### src/rtl/sqrt_pkg.sv
// Shared definitions for the sequential integer square-root extractor:
// FSM state type, default radicand width and root-width helper.
package sqrt_pkg;

  typedef enum logic [1:0] {
    IDLE,
    CALC,
    DONE
  } state_t;

  localparam int unsigned DEFAULT_WIDTH = 6;

  function automatic int unsigned sqrt_rw(input int unsigned width);
    return width / 2;
  endfunction

endpackage

### src/rtl/sqrt_step.sv
// One digit iteration of the restoring square-root algorithm:
// bring down two radicand bits, try subtracting (root<<2)|1, and
// append the resulting root bit. Purely combinational.
module sqrt_step #(
  parameter int unsigned RW = 3
) (
  input  logic [RW+1:0] rem_in,
  input  logic [RW-1:0] root_in,
  input  logic [1:0]    bits,
  output logic [RW+1:0] rem_out,
  output logic [RW-1:0] root_out
);

  logic [RW+3:0] rem_sh;
  logic [RW+3:0] trial;

  // Shift in two radicand bits and resolve the next root bit.
  always_comb begin
    rem_sh   = {rem_in, bits};
    trial    = {2'b00, root_in, 2'b01};
    rem_out  = (RW+2)'(rem_sh);
    root_out = RW'({root_in, 1'b0});
    if (rem_sh >= trial) begin
      rem_out  = (RW+2)'(rem_sh - trial);
      root_out = RW'({root_in, 1'b1});
    end
  end

endmodule

### src/rtl/seq_int_sqrt.sv
// Iterative integer square root: root = floor(sqrt(radicand)),
// remainder = radicand - root^2, one root bit resolved per clock.
// Valid/ready handshake on both sides; no overlap between results.
// Optional output `exact` (perfect-square flag) under SQRT_EXACT_FLAG_EN.
module seq_int_sqrt
  import sqrt_pkg::*;
#(
  parameter  int unsigned WIDTH = DEFAULT_WIDTH,
  localparam int unsigned RW    = sqrt_rw(WIDTH)
) (
  input  logic             clk,
  input  logic             rst,
  input  logic             in_valid,
  output logic             in_ready,
  input  logic [WIDTH-1:0] radicand,
  output logic             out_valid,
  input  logic             out_ready,
  output logic [RW-1:0]    root,
  output logic [RW:0]      remainder
`ifdef SQRT_EXACT_FLAG_EN
  ,
  output logic             exact
`endif
);

  localparam int unsigned CW = $clog2(RW + 1);

  if ((WIDTH < 2) || ((WIDTH % 2) != 0)) begin : g_width_check
    $error("seq_int_sqrt: WIDTH must be even and at least 2");
  end

  state_t          state;
  logic [WIDTH-1:0] rad_q;
  logic [RW+1:0]    rem_q;
  logic [RW-1:0]    part_q;
  logic [CW-1:0]    cnt;

  logic [RW+1:0]    rem_nxt;
  logic [RW-1:0]    part_nxt;

  sqrt_step #(
    .RW(RW)
  ) u_step (
    .rem_in   (rem_q),
    .root_in  (part_q),
    .bits     (rad_q[WIDTH-1 -: 2]),
    .rem_out  (rem_nxt),
    .root_out (part_nxt)
  );

  // Handshake FSM with iteration registers and registered result outputs.
  always_ff @(posedge clk) begin
    if (rst) begin
      state     <= IDLE;
      in_ready  <= 1'b1;
      out_valid <= 1'b0;
      root      <= '0;
      remainder <= '0;
      rad_q     <= '0;
      rem_q     <= '0;
      part_q    <= '0;
      cnt       <= '0;
`ifdef SQRT_EXACT_FLAG_EN
      exact     <= 1'b0;
`endif
    end else begin
      case (state)
        IDLE: begin
          if (in_valid && in_ready) begin
            rad_q    <= radicand;
            rem_q    <= '0;
            part_q   <= '0;
            cnt      <= CW'(RW);
            in_ready <= 1'b0;
            state    <= CALC;
          end
        end
        CALC: begin
          rad_q  <= rad_q << 2;
          rem_q  <= rem_nxt;
          part_q <= part_nxt;
          cnt    <= cnt - CW'(1);
          if (cnt == CW'(1)) begin
            root      <= part_nxt;
            remainder <= rem_nxt[RW:0];
`ifdef SQRT_EXACT_FLAG_EN
            exact     <= (rem_nxt == '0);
`endif
            out_valid <= 1'b1;
            state     <= DONE;
          end
        end
        DONE: begin
          if (out_ready) begin
            out_valid <= 1'b0;
            in_ready  <= 1'b1;
            state     <= IDLE;
          end
        end
        default: begin
          state     <= IDLE;
          in_ready  <= 1'b1;
          out_valid <= 1'b0;
        end
      endcase
    end
  end

endmodule

### config.mk
export PLATFORM = sky130hd
export DESIGN_NAME = seq_int_sqrt
export DESIGN_NICKNAME = d
export VERILOG_FILES = /design/src/rtl/sqrt_pkg.sv /design/src/rtl/sqrt_step.sv /design/src/rtl/seq_int_sqrt.sv
export SDC_FILE = /design/constraint.sdc
export NUM_CORES = 1
export LEC_CHECK = 0
export ABC_AREA = 1
export CAP_MARGIN = 20
export CORE_ASPECT_RATIO = 1.25
export CORE_MARGIN = 1
export CORE_UTILIZATION = 32
export DETAILED_ROUTE_END_ITERATION = 16
export GPL_TIMING_DRIVEN = 1
export SYNTH_ARGS = -nofsm -noshare
export SYNTH_HDL_FRONTEND = slang
export SYNTH_SLANG_ARGS = --single-unit
### constraint.sdc
create_clock -name clk -period 1.5 [get_ports clk]
set_clock_uncertainty 0.05 [all_clocks]
set_input_delay 0.15 -clock clk [delete_from_list [all_inputs] [get_ports clk]]
set_output_delay 0.15 -clock clk [all_outputs]
set_load 0.1 [all_outputs]
* Yosys cells after proc, flatten, opt, wreduce, memory -nomap -nowiden
Cells that the tools add are included.
Storage, ports and cells: output and inout port bits 9, memories 0, bits of input ports 10, logic and storage cells 48, ROM bits 0, bits in writable memories 0, register bits after elaboration 27, bits in latches 0
Cells by class: div/mod/pow operators 0, multipliers 0, equal/unequal tests 6, magnitude comparators 1, bitwise gates (word level) 2, $add $sub $neg 2, shifts and indexed selects 0, mux-type cells 20, reduce and logical (&&, ||, !) cells 8
Operator list (number):
- one-hot mux 6 bit (2 select lines) | 1
- 2-to-1 mux 5 bit | 2
- one-hot mux 5 bit (2 select lines) | 1
- AND reduction 3 bit | 3
- 2-to-1 mux 2 bit | 4
- greater-or-equal comparator 7 x 5 -> 1 bit | 1
- 2-to-1 mux 6 bit | 1
- != test 2 bit (second input constant) | 3
- one-hot mux 1 bit (3 select lines) | 2
- one-hot mux 2 bit (3 select lines) | 1
- one-hot mux 3 bit (2 select lines) | 1
- 2-to-1 mux 1 bit | 5
- subtractor 5 bit | 1
- equality test 2 x 1 -> 1 bit (second input constant) | 2
- one-hot mux 2 bit (2 select lines) | 1
- AND reduction 2 bit | 2
- 2-to-1 mux 3 bit | 1
- equality test 2 bit (second input constant) | 1
- zero test 2 bit | 1
- NOT 1 bit | 2
- nonzero test 2 bit | 1
- subtractor 2 x 1 -> 2 bit (second input constant) | 1
- logical AND 1 bit | 1

* Longest topological paths before layout
Gate-level depths: netlist of the first run.
depth in word-level cells 3, depth in mapped cells 11, depth with buffers taken out 11

* By module
Synthesis of the first run repeated with hierarchy kept, for this count alone.
Unflattened totals: cells, all modules 200, area, all modules 1400.1 um^2
Modules (own cells, without submodules):
- seq_int_sqrt | area each 1099.8 um^2, sequential area each 540.5 um^2, cells an instance 147, instances 1
- sqrt_step | area each 300.3 um^2, sequential area each 0.0 um^2, cells an instance 53, instances 1

* Worst setup path after synthesis of the first run
OpenSTA, ideal clock, no wires.
kind flip-flop to flip-flop, start register in_ready, end register rem_q[4], setup time 132 ps, stages on the path, launching flop included 7, data required time 1318 ps, buffers on the path 1, period minus slack after synthesis 1851 ps, slack -351 ps, data arrival time 1669 ps, cells stage by stage dfxtp_1 -> nand2_1 -> nor2_4 -> nor2_4 -> buf_4 -> nand2_1 -> a21oi_1
Between the ends: cells in the longest elaborated chain, start to end 3
Ends and longest elaborated chain:
- from (decl) | RTL line seq_int_sqrt.sv:14 | output logic in_ready,
- from (signal assigned) | RTL line seq_int_sqrt.sv:55 | in_ready <= 1'b1;
- from (signal assigned) | RTL line seq_int_sqrt.sv:74 | in_ready <= 1'b0;
- from (signal assigned) | RTL line seq_int_sqrt.sv:96 | in_ready <= 1'b1;
- logical AND 1 bit | RTL line seq_int_sqrt.sv:69 | if (in_valid && in_ready) begin
- != test 2 bit (no source line)
- AND reduction 2 bit (no source line)
- to (signal assigned) | RTL line seq_int_sqrt.sv:80 | rem_q <= rem_nxt;
- to (decl) | RTL line seq_int_sqrt.sv:34 | logic [RW+1:0] rem_q;
No other way between the ends. A chain may end at the register's enable or synchronous reset.

* Final worst setup path of the first run
start register part_q[0], end register remainder[1]
Between the ends: cells in the longest elaborated chain, start to end 2
Ends and longest elaborated chain:
- from (decl) | RTL line seq_int_sqrt.sv:35 | logic [RW-1:0] part_q;
- from (signal assigned) | RTL line seq_int_sqrt.sv:81 | part_q <= part_nxt;
- greater-or-equal comparator 7 x 5 -> 1 bit | RTL line sqrt_step.sv:23 | if (rem_sh >= trial) begin
- 2-to-1 mux 5 bit | RTL line sqrt_step.sv:23
- to (signal assigned) | RTL line seq_int_sqrt.sv:85 | remainder <= rem_nxt[RW:0];
- to (decl) | RTL line seq_int_sqrt.sv:19 | output logic [RW:0] remainder
No other way between the ends.

==> results of run 1 <==
-- cell families after synthesis --
family | share of synthesized area, %
AO/OA/AOI/OAI | 15.4
XOR/XNOR | 0.621
adder cells (fa/ha/maj) | 5.32
buffers and inverters | 11.3
flip-flops | 38.3
AND/OR/NAND/NOR | 29.0
-- worst reg2reg max path, stage by stage (launching register included) --
cell and delay (ns):
dfxtp_2 0.36, inv_2 0.05, ha_4 0.27, nand3_4 0.09
nor2_4 0.05, nor2_4 0.23, nand3_2 0.16, nand2_2 0.09
nand2_1 0.05, nand2_1 0.06, inv_1 0.03
-- flip-flops by register name, summed over array words and instances, names as in the netlist --
signal     flops
cnt            2
remainder      4
out_valid      1
rad_q          6
rem_q          5
state          2
root           3
in_ready       1
part_q         3
-- synth_stat cells, types with 2 or more instances --
cell / count / share of area [%]
a21oi_1: 17 / 6.0
a31oi_1: 5 / 2.2
clkbuf_1: 3 / 0.80
dfxtp_1: 27 / 38
ha_1: 6 / 5.3
inv_1: 28 / 7.4
inv_2: 2 / 0.53
inv_4: 2 / 0.89
nand2_1: 57 / 15
nand3_1: 13 / 4.6
nand3b_1: 2 / 1.1
nor2_1: 4 / 1.1
nor2_4: 6 / 4.8
o211ai_1: 2 / 1.1
o21a_1: 4 / 2.1
o21ai_0: 7 / 2.5
-- stage by stage --
stage	instance area, sq um	total power [W]	setup TNS (ns)
3_5_place_dp	1860	0.00218	-0.595
4_1_cts	1970	0.00270	-0.0380
5_1_grt	2090	0.00323	-1.20
3_3_place_gp	1860	0.00218	-0.420
6_report	2090	0.00302	-0.376
2_1_floorplan	1440	0.00181	0
-- power by group --
part           leakage [nW]  total, W  internal [W]  switching, W
sequential            0.223  0.000896      0.000810     0.0000865
clock                0.0228  0.000402      0.000190      0.000212
combinational         0.655   0.00172      0.000691       0.00103
total                 0.901   0.00302       0.00169       0.00133
-- final cells by class --
cell class                      count  share of cell area [%]
Sequential cell                    27                    26.3
Inverter                           32                    6.00
Tap cell                           56                    3.36
Multi-Input combinational cell    131                    43.8
Timing Repair Buffer               33                    18.3
Clock buffer                        4                    2.16
-- per-layer routing --
layer	routed length (um)	share of wire, %	up-vias
met5	0	0	-
met4	67	2.0	0
met3	60	1.8	7
met2	1770	54	17
met1	1410	43	607
li1	-	-	688
-- worst max path at each step --
stage                                endpoint  depth (start not counted)
floorplan               rem_q[1]$_SDFFE_PP0P_                          6
global placement    remainder[0]$_SDFFE_PP0P_                         11
CTS                 remainder[0]$_SDFFE_PP0P_                         11
finish              remainder[1]$_SDFFE_PP0P_                         10
global route        remainder[0]$_SDFFE_PP0P_                         10
detailed placement  remainder[0]$_SDFFE_PP0P_                         10
-- what timing repair did --
action / CTS / global route
gates cloned: 0 / 0
buffers inserted: 0 / 0
resized for setup: 15 / 29
pin swaps: 6 / 15
setup endpoints to repair: 10 / 11
==> results.md, run 1 <==
* Failing checks: setup timing
* DP Wirelength at 2.36 mm
* TritonRoute pass-1 iters at 4
* Seq. cell area at 549 sq um
* Top Ports at 19
* Cell Area, Synth at roughly 1400 sq um
* Die X at 61.4 um
* Hold path depth at 3
* Skew-Pair Late Insertion Delay at 0.27 ns
* Area grow syn2layout at 47.9%
* Post-placement cell count at about 280
* Highest clock rate at between 0.6 and 0.7 GHz
* CP endpoint kind: flop
* Async S/R FF share, synth at 0%
* Vias/cell at between 4 and 5
* Final #Nets at between 200 and 250
* Max stage delay on crit path at about 0.36 ns
* Slew margin rel. at between 70 and 80%
* Filler Cell Count at around 410
* Crit path launch type: flop
* Vias at 1319
* Vert. Die Dim at approximately 76 um
* Cts hold-fix bufs at 0
* Setup violators final at 9
* DRC errors left at 0
* Synth Flop Type: dfxtp_1
* Drt first-iter violations at 26
* Register-to-register setup slack at -0.08 ns
* Hold WS at about 0.38 ns
* Netlist cell types at 27
* R2R Path Start: part_q[0]$_SDFFE_PP0P_
* GRT busiest layer: met2
* Most frequent cells in the layout: 48 x nand2_1, 25 x inv_1, 20 x dfxtp_1, 15 x buf_4, 14 x a21oi_1
* Number of global-route vias before repair at around 1300
* Multi-input logic area at just over 900 sq um
* Number of synthesized flops with an enable pin at 0
* Reg-to-reg endpoint: remainder[1]$_SDFFE_PP0P_
* Area of the core at ~4200 sq um
* CTS H-tree lvls at 1
* Hold path endpoint: rad_q[0]$_SDFFE_PP0P_
* Syn Inst Count at between 150 and 200
* CTS Root Cell: clkbuf_8
* Hold Violations, Final at 0
* Fin crit share at 105%
* Met1 Resource Use GR at 17.6%
* Worst r2r path cells at 10
* Least-Margin Pin Slew at approximately 0.37 ns
* Pwr dens at ~1400 nW/um^2
* Core Rows at 26
* Status: complete, but fails checks
* VDD IR max at between 800 and 900 uV
* CTS tree: built
* Post-synthesis sequential area ratio at between 30% and 40%
* Share of cells above drive strength 1 at 33.0%
* Setup WS pre-CTS at -0.101 ns
* Final Wtd Congestion at about 0.83
* Slowest cell on the critical path: dfxtp_2
* Buffer depth of the longest clock path at 2
* Core Util, Final at roughly 50%
* Worst Setup SP: part_q[0]$_SDFFE_PP0P_
* Post-route antenna net violation count at 0
* Worst Hold Launch: radicand[0]
* Routed WL at 3.31 mm
* Routed len/inst at around 12 um
* RSZ-0062 raised after global routing: yes
* Crit Path Category: flop to flop
* Worst-path clk slew at 0.09 ns
* M3 GR Usage at around 2%
* Initial core utilization at between 30% and 40%
* Commonest non-fill, non-tap cell in the layout: nand2_1
* Grt met2 use at around 28%
* Critical path cell sequence: inv_2 -> ha_4 -> nand3_4 -> nor2_4 -> nor2_4 -> nand3_2 -> nand2_2 -> nand2_1 -> nand2_1 -> inv_1
* First-pass GRT wire length at 5.53 mm
* Grt ovf at 0
* Largest net degree at the start of global routing at 16
* Ant diodes at 0
* CTS Buf Count at 3
* Die ar. at ~4700 sq um
* Synthesis Warnings at 0
* GRT Total Usage at between 10% and 20%
* Crit Path Max Fanout at 6
* Max cap viols at 0
* Fin. max-slew vios at 0
* Syn Nets at between 200 and 250
* WP data required at between 1.5 and 2 ns
* Setup WS post-layout at -0.0785 ns
* Initial antenna violation count at 0
* Post-route insts no fill at 283
* Syn avg cell area at 7.20 sq um
* Flops & latches, synth at 27
* Crit path DAT at between 1.5 and 2 ns
* Final Critical Period at 1.58 ns
* Port Buffers at 18
* Static Leak at roughly 0.90 nW
* Crit-path leading delay family: simple AND/OR/NAND/NOR gates
* Worst Path Buf+Inv at 2
* TritonCTS Sinks at 27
* Worst Hold Class: input port to flop
(Power assumes the default switching activity.)
==> run 2: changes to the inputs <==
--- a/config.mk
+++ b/config.mk
@@ -12,6 +12,7 @@
 export CORE_UTILIZATION = 32
 export DETAILED_ROUTE_END_ITERATION = 16
 export GPL_TIMING_DRIVEN = 1
+export SETUP_SLACK_MARGIN = 0.02
 export SYNTH_ARGS = -nofsm -noshare
 export SYNTH_HDL_FRONTEND = slang
 export SYNTH_SLANG_ARGS = --single-unit
==> run 2 against run 1 <==
The flow still finishes with violations (setup timing). Core utilization is the same. Global-route usage grew 0.50 points. Final area is the same. Sequential share of layout area grew 0.12 points. Count of clock-buffer cells in the layout stayed put. Clock power up 5.0%.
==> results.md, run 2 (synthesized netlist as in run 1, its figures left out) <==
* VDD IR max at 635 uV (-23%)
* R2R Path Start: part_q[1]$_SDFFE_PP0P_
* Largest register by flop count: rad_q
* Highest clock rate at 0.648 GHz (+2.3%)
* TritonCTS Sinks at 27 (unchanged)
* Register-to-register setup slack at -0.04 ns (+0.04 ns)
* Vert. Die Dim at 76.3 um (unchanged)
* Fin crit share at 103% (-2.3 points)
* Initial core utilization at 33.9% (unchanged)
* Fin Setup TNS at -0.136 ns (+0.240 ns)
* Grt ovf at 0 (unchanged)
* Max cap viols at 0 (unchanged)
* Filler Cell Count at 440 (+6.3%)
* Fin. max-slew vios at 0 (unchanged)
* Drt first-iter violations at 22 (-15%)
* Total power at 0.00301 W (-0.13%)
* Failing checks: setup timing
* Hold path endpoint: rad_q[0]$_SDFFE_PP0P_
* Max reg flops at 6 (unchanged)
* Seq. cell area at 552 sq um (+0.46%)
* Core Util, Final at 50.1% (unchanged)
* Port Buffers at 18 (unchanged)
* Vias at 1333 (+1.1%)
* Post-route antenna net violation count at 0 (unchanged)
* Die ar. at 4680 sq um (unchanged)
* Worst r2r path cells at 11 (+1)
* Top Ports at 19 (unchanged)
* Number of global-route vias before repair at 1239 (-2.1%)
* Area grow syn2layout at 47.9% (unchanged)
* CP endpoint kind: flop
* TritonRoute pass-1 iters at 4 (unchanged)
* Pwr dens at 1440 nW/um^2 (-0.13%)
* Die X at 61.4 um (unchanged)
* Crit path DAT at 1.67 ns (-0.03 ns)
* Commonest non-fill, non-tap cell in the layout: nand2_1
* Status: complete, but fails checks
* Setup violators final at 5 (-4)
* CTS H-tree lvls at 1 (unchanged)
* Setup WS post-layout at -0.0435 ns (+0.0351 ns)
* CTS Buf Count at 3 (unchanged)
* CTS Root Cell: clkbuf_8
* GRT Total Usage at 16.0% (+0.50 points)
* Vias/cell at 4.64 (-0.35%)
* Buffer depth of the longest clock path at 2 (unchanged)
* CTS tree: built
* Final Critical Period at 1.54 ns (-0.0351 ns)
* Hold Violations, Final at 0 (unchanged)
* Hold path depth at 3 (unchanged)
* Worst Hold Class: input port to flop
* Multi-input logic area at 875 sq um (-4.4%)
* Final #Nets at 248 (+1.6%)
* Crit Path Category: flop to flop
* DRC errors left at 0 (unchanged)
* First-pass GRT wire length at 5.60 mm (+1.2%)
* Initial antenna violation count at 0 (unchanged)
* Crit path launch type: flop
* Area of the core at 4160 sq um (unchanged)
* Crit Path Max Fanout at 6 (unchanged)
* Most frequent cells in the layout: 48 x nand2_1, 24 x inv_1, 20 x dfxtp_1, 17 x buf_4, 15 x a21oi_1
* Largest registers: rad_q: 6 flops, rem_q: 5 flops, remainder: 4 flops
* Least-Margin Pin Slew at 0.413 ns (+0.0385 ns)
* Slew margin rel. at 72.4% (-2.4 points)
* DP Wirelength at 2.32 mm (-1.7%)
* WP data required at 1.63 ns (about the same)
* Worst-path clk slew at 0.10 ns (about the same)
* Share of cells above drive strength 1 at 33.8% (+0.73 points)
* Routed len/inst at 11.7 um (+0.24%)
* Final Wtd Congestion at 0.857 (+2.7%)
* Skew-Pair Late Insertion Delay at 0.27 ns (about the same)
* Core Rows at 26 (unchanged)
* Largest net degree at the start of global routing at 16 (unchanged)
* Reg-to-reg endpoint: remainder[0]$_SDFFE_PP0P_
* Worst Hold Launch: radicand[0]
* RSZ-0062 raised after global routing: yes
* Routed WL at 3.37 mm (+1.7%)
* Static Leak at 0.904 nW (+0.35%)
* Ant diodes at 0 (unchanged)
[run 2: cell types whose count changed in the layout (fill, tap and decap cells not counted), sizes merged]
cell / delta
buf: +4
[run 2: critical path, stage by stage, from the launching register on]
cell,delay [ns]
dfxtp_2,0.35
inv_2,0.04
ha_4,0.31
nand2_2,0.08
nor2_4,0.13
nand2_4,0.08
nand2_4,0.13
nand2_2,0.07
nand2_1,0.07
nand2_1,0.05
nand2_1,0.06
inv_1,0.03
[run 2: layer usage]
metal	up-vias	track usage (%)	part of all wire [%]
met3	6	2.38	1.9
li1	693	-	-
met4	0	5.78	1.6
met2	18	26.1	51
met5	-	0	0
met1	616	20.7	46
[run 2: how the worst max path moves through the flow]
stage / start / endpoint / cells past startpoint
after global routing: part_q[2]$_SDFFE_PP0P_ / part_q[0]$_SDFFE_PP0P_ / 9
after detailed placement: part_q[2]$_SDFFE_PP0P_ / remainder[0]$_SDFFE_PP0P_ / 11
final: part_q[1]$_SDFFE_PP0P_ / remainder[0]$_SDFFE_PP0P_ / 11
after global placement: part_q[2]$_SDFFE_PP0P_ / remainder[0]$_SDFFE_PP0P_ / 10
after CTS: part_q[0]$_SDFFE_PP0P_ / remainder[2]$_SDFFE_PP0P_ / 11
after floorplan: part_q[0]$_SDFFE_PP0P_ / remainder[0]$_SDFFE_PP0P_ / 11
[run 2: power by group]
part           switching [W]  leakage [nW]  internal (W)  total [W]
clock               0.000232        0.0228      0.000190   0.000422
combinational       0.000974         0.658      0.000722    0.00170
sequential         0.0000841         0.223      0.000810   0.000894
[run 2: final cells by class]
class                      count  area share, %
timing repair buffer          37           20.1
inverter                      32           6.00
sequential                    27           26.4
multi-input combinational    131           41.9
clock buffer                   4           2.16
tap                           56           3.36
[run 2: through the flow]
| step | hold slack, ns | setup slack, ns | area (sq um) | cells |
|---|---|---|---|---|
| after floorplan | 0.247 | 0.0335 | 1450 | 196 |
| after global placement | 0.402 | -0.0638 | 1860 | 279 |
| after detailed placement | 0.404 | -0.0818 | 1860 | 279 |
| after CTS | 0.378 | 0.00402 | 2000 | 285 |
| after global routing | 0.403 | -0.137 | 2090 | 287 |
| final | 0.379 | -0.0435 | 2090 | 287 |
[run 2: what timing repair did]
item	in CTS	in global routing
gates resized for setup	20	21
buffers inserted	2	2
hold endpoints to repair	0	0
pin swaps	12	13
hold buffers	0	0
endpoints found under the setup margin	10	12
==> run 3: changes to the inputs <==
--- a/config.mk
+++ b/config.mk
@@ -10,6 +10,7 @@
 export CORE_ASPECT_RATIO = 1.25
 export CORE_MARGIN = 1
 export CORE_UTILIZATION = 32
+export CTS_CLUSTER_SIZE = 10
 export DETAILED_ROUTE_END_ITERATION = 16
 export GPL_TIMING_DRIVEN = 1
 export SETUP_SLACK_MARGIN = 0.02
==> results of run 3 <==
No change in the layout: final DEF, timing and power equal those of run 2.
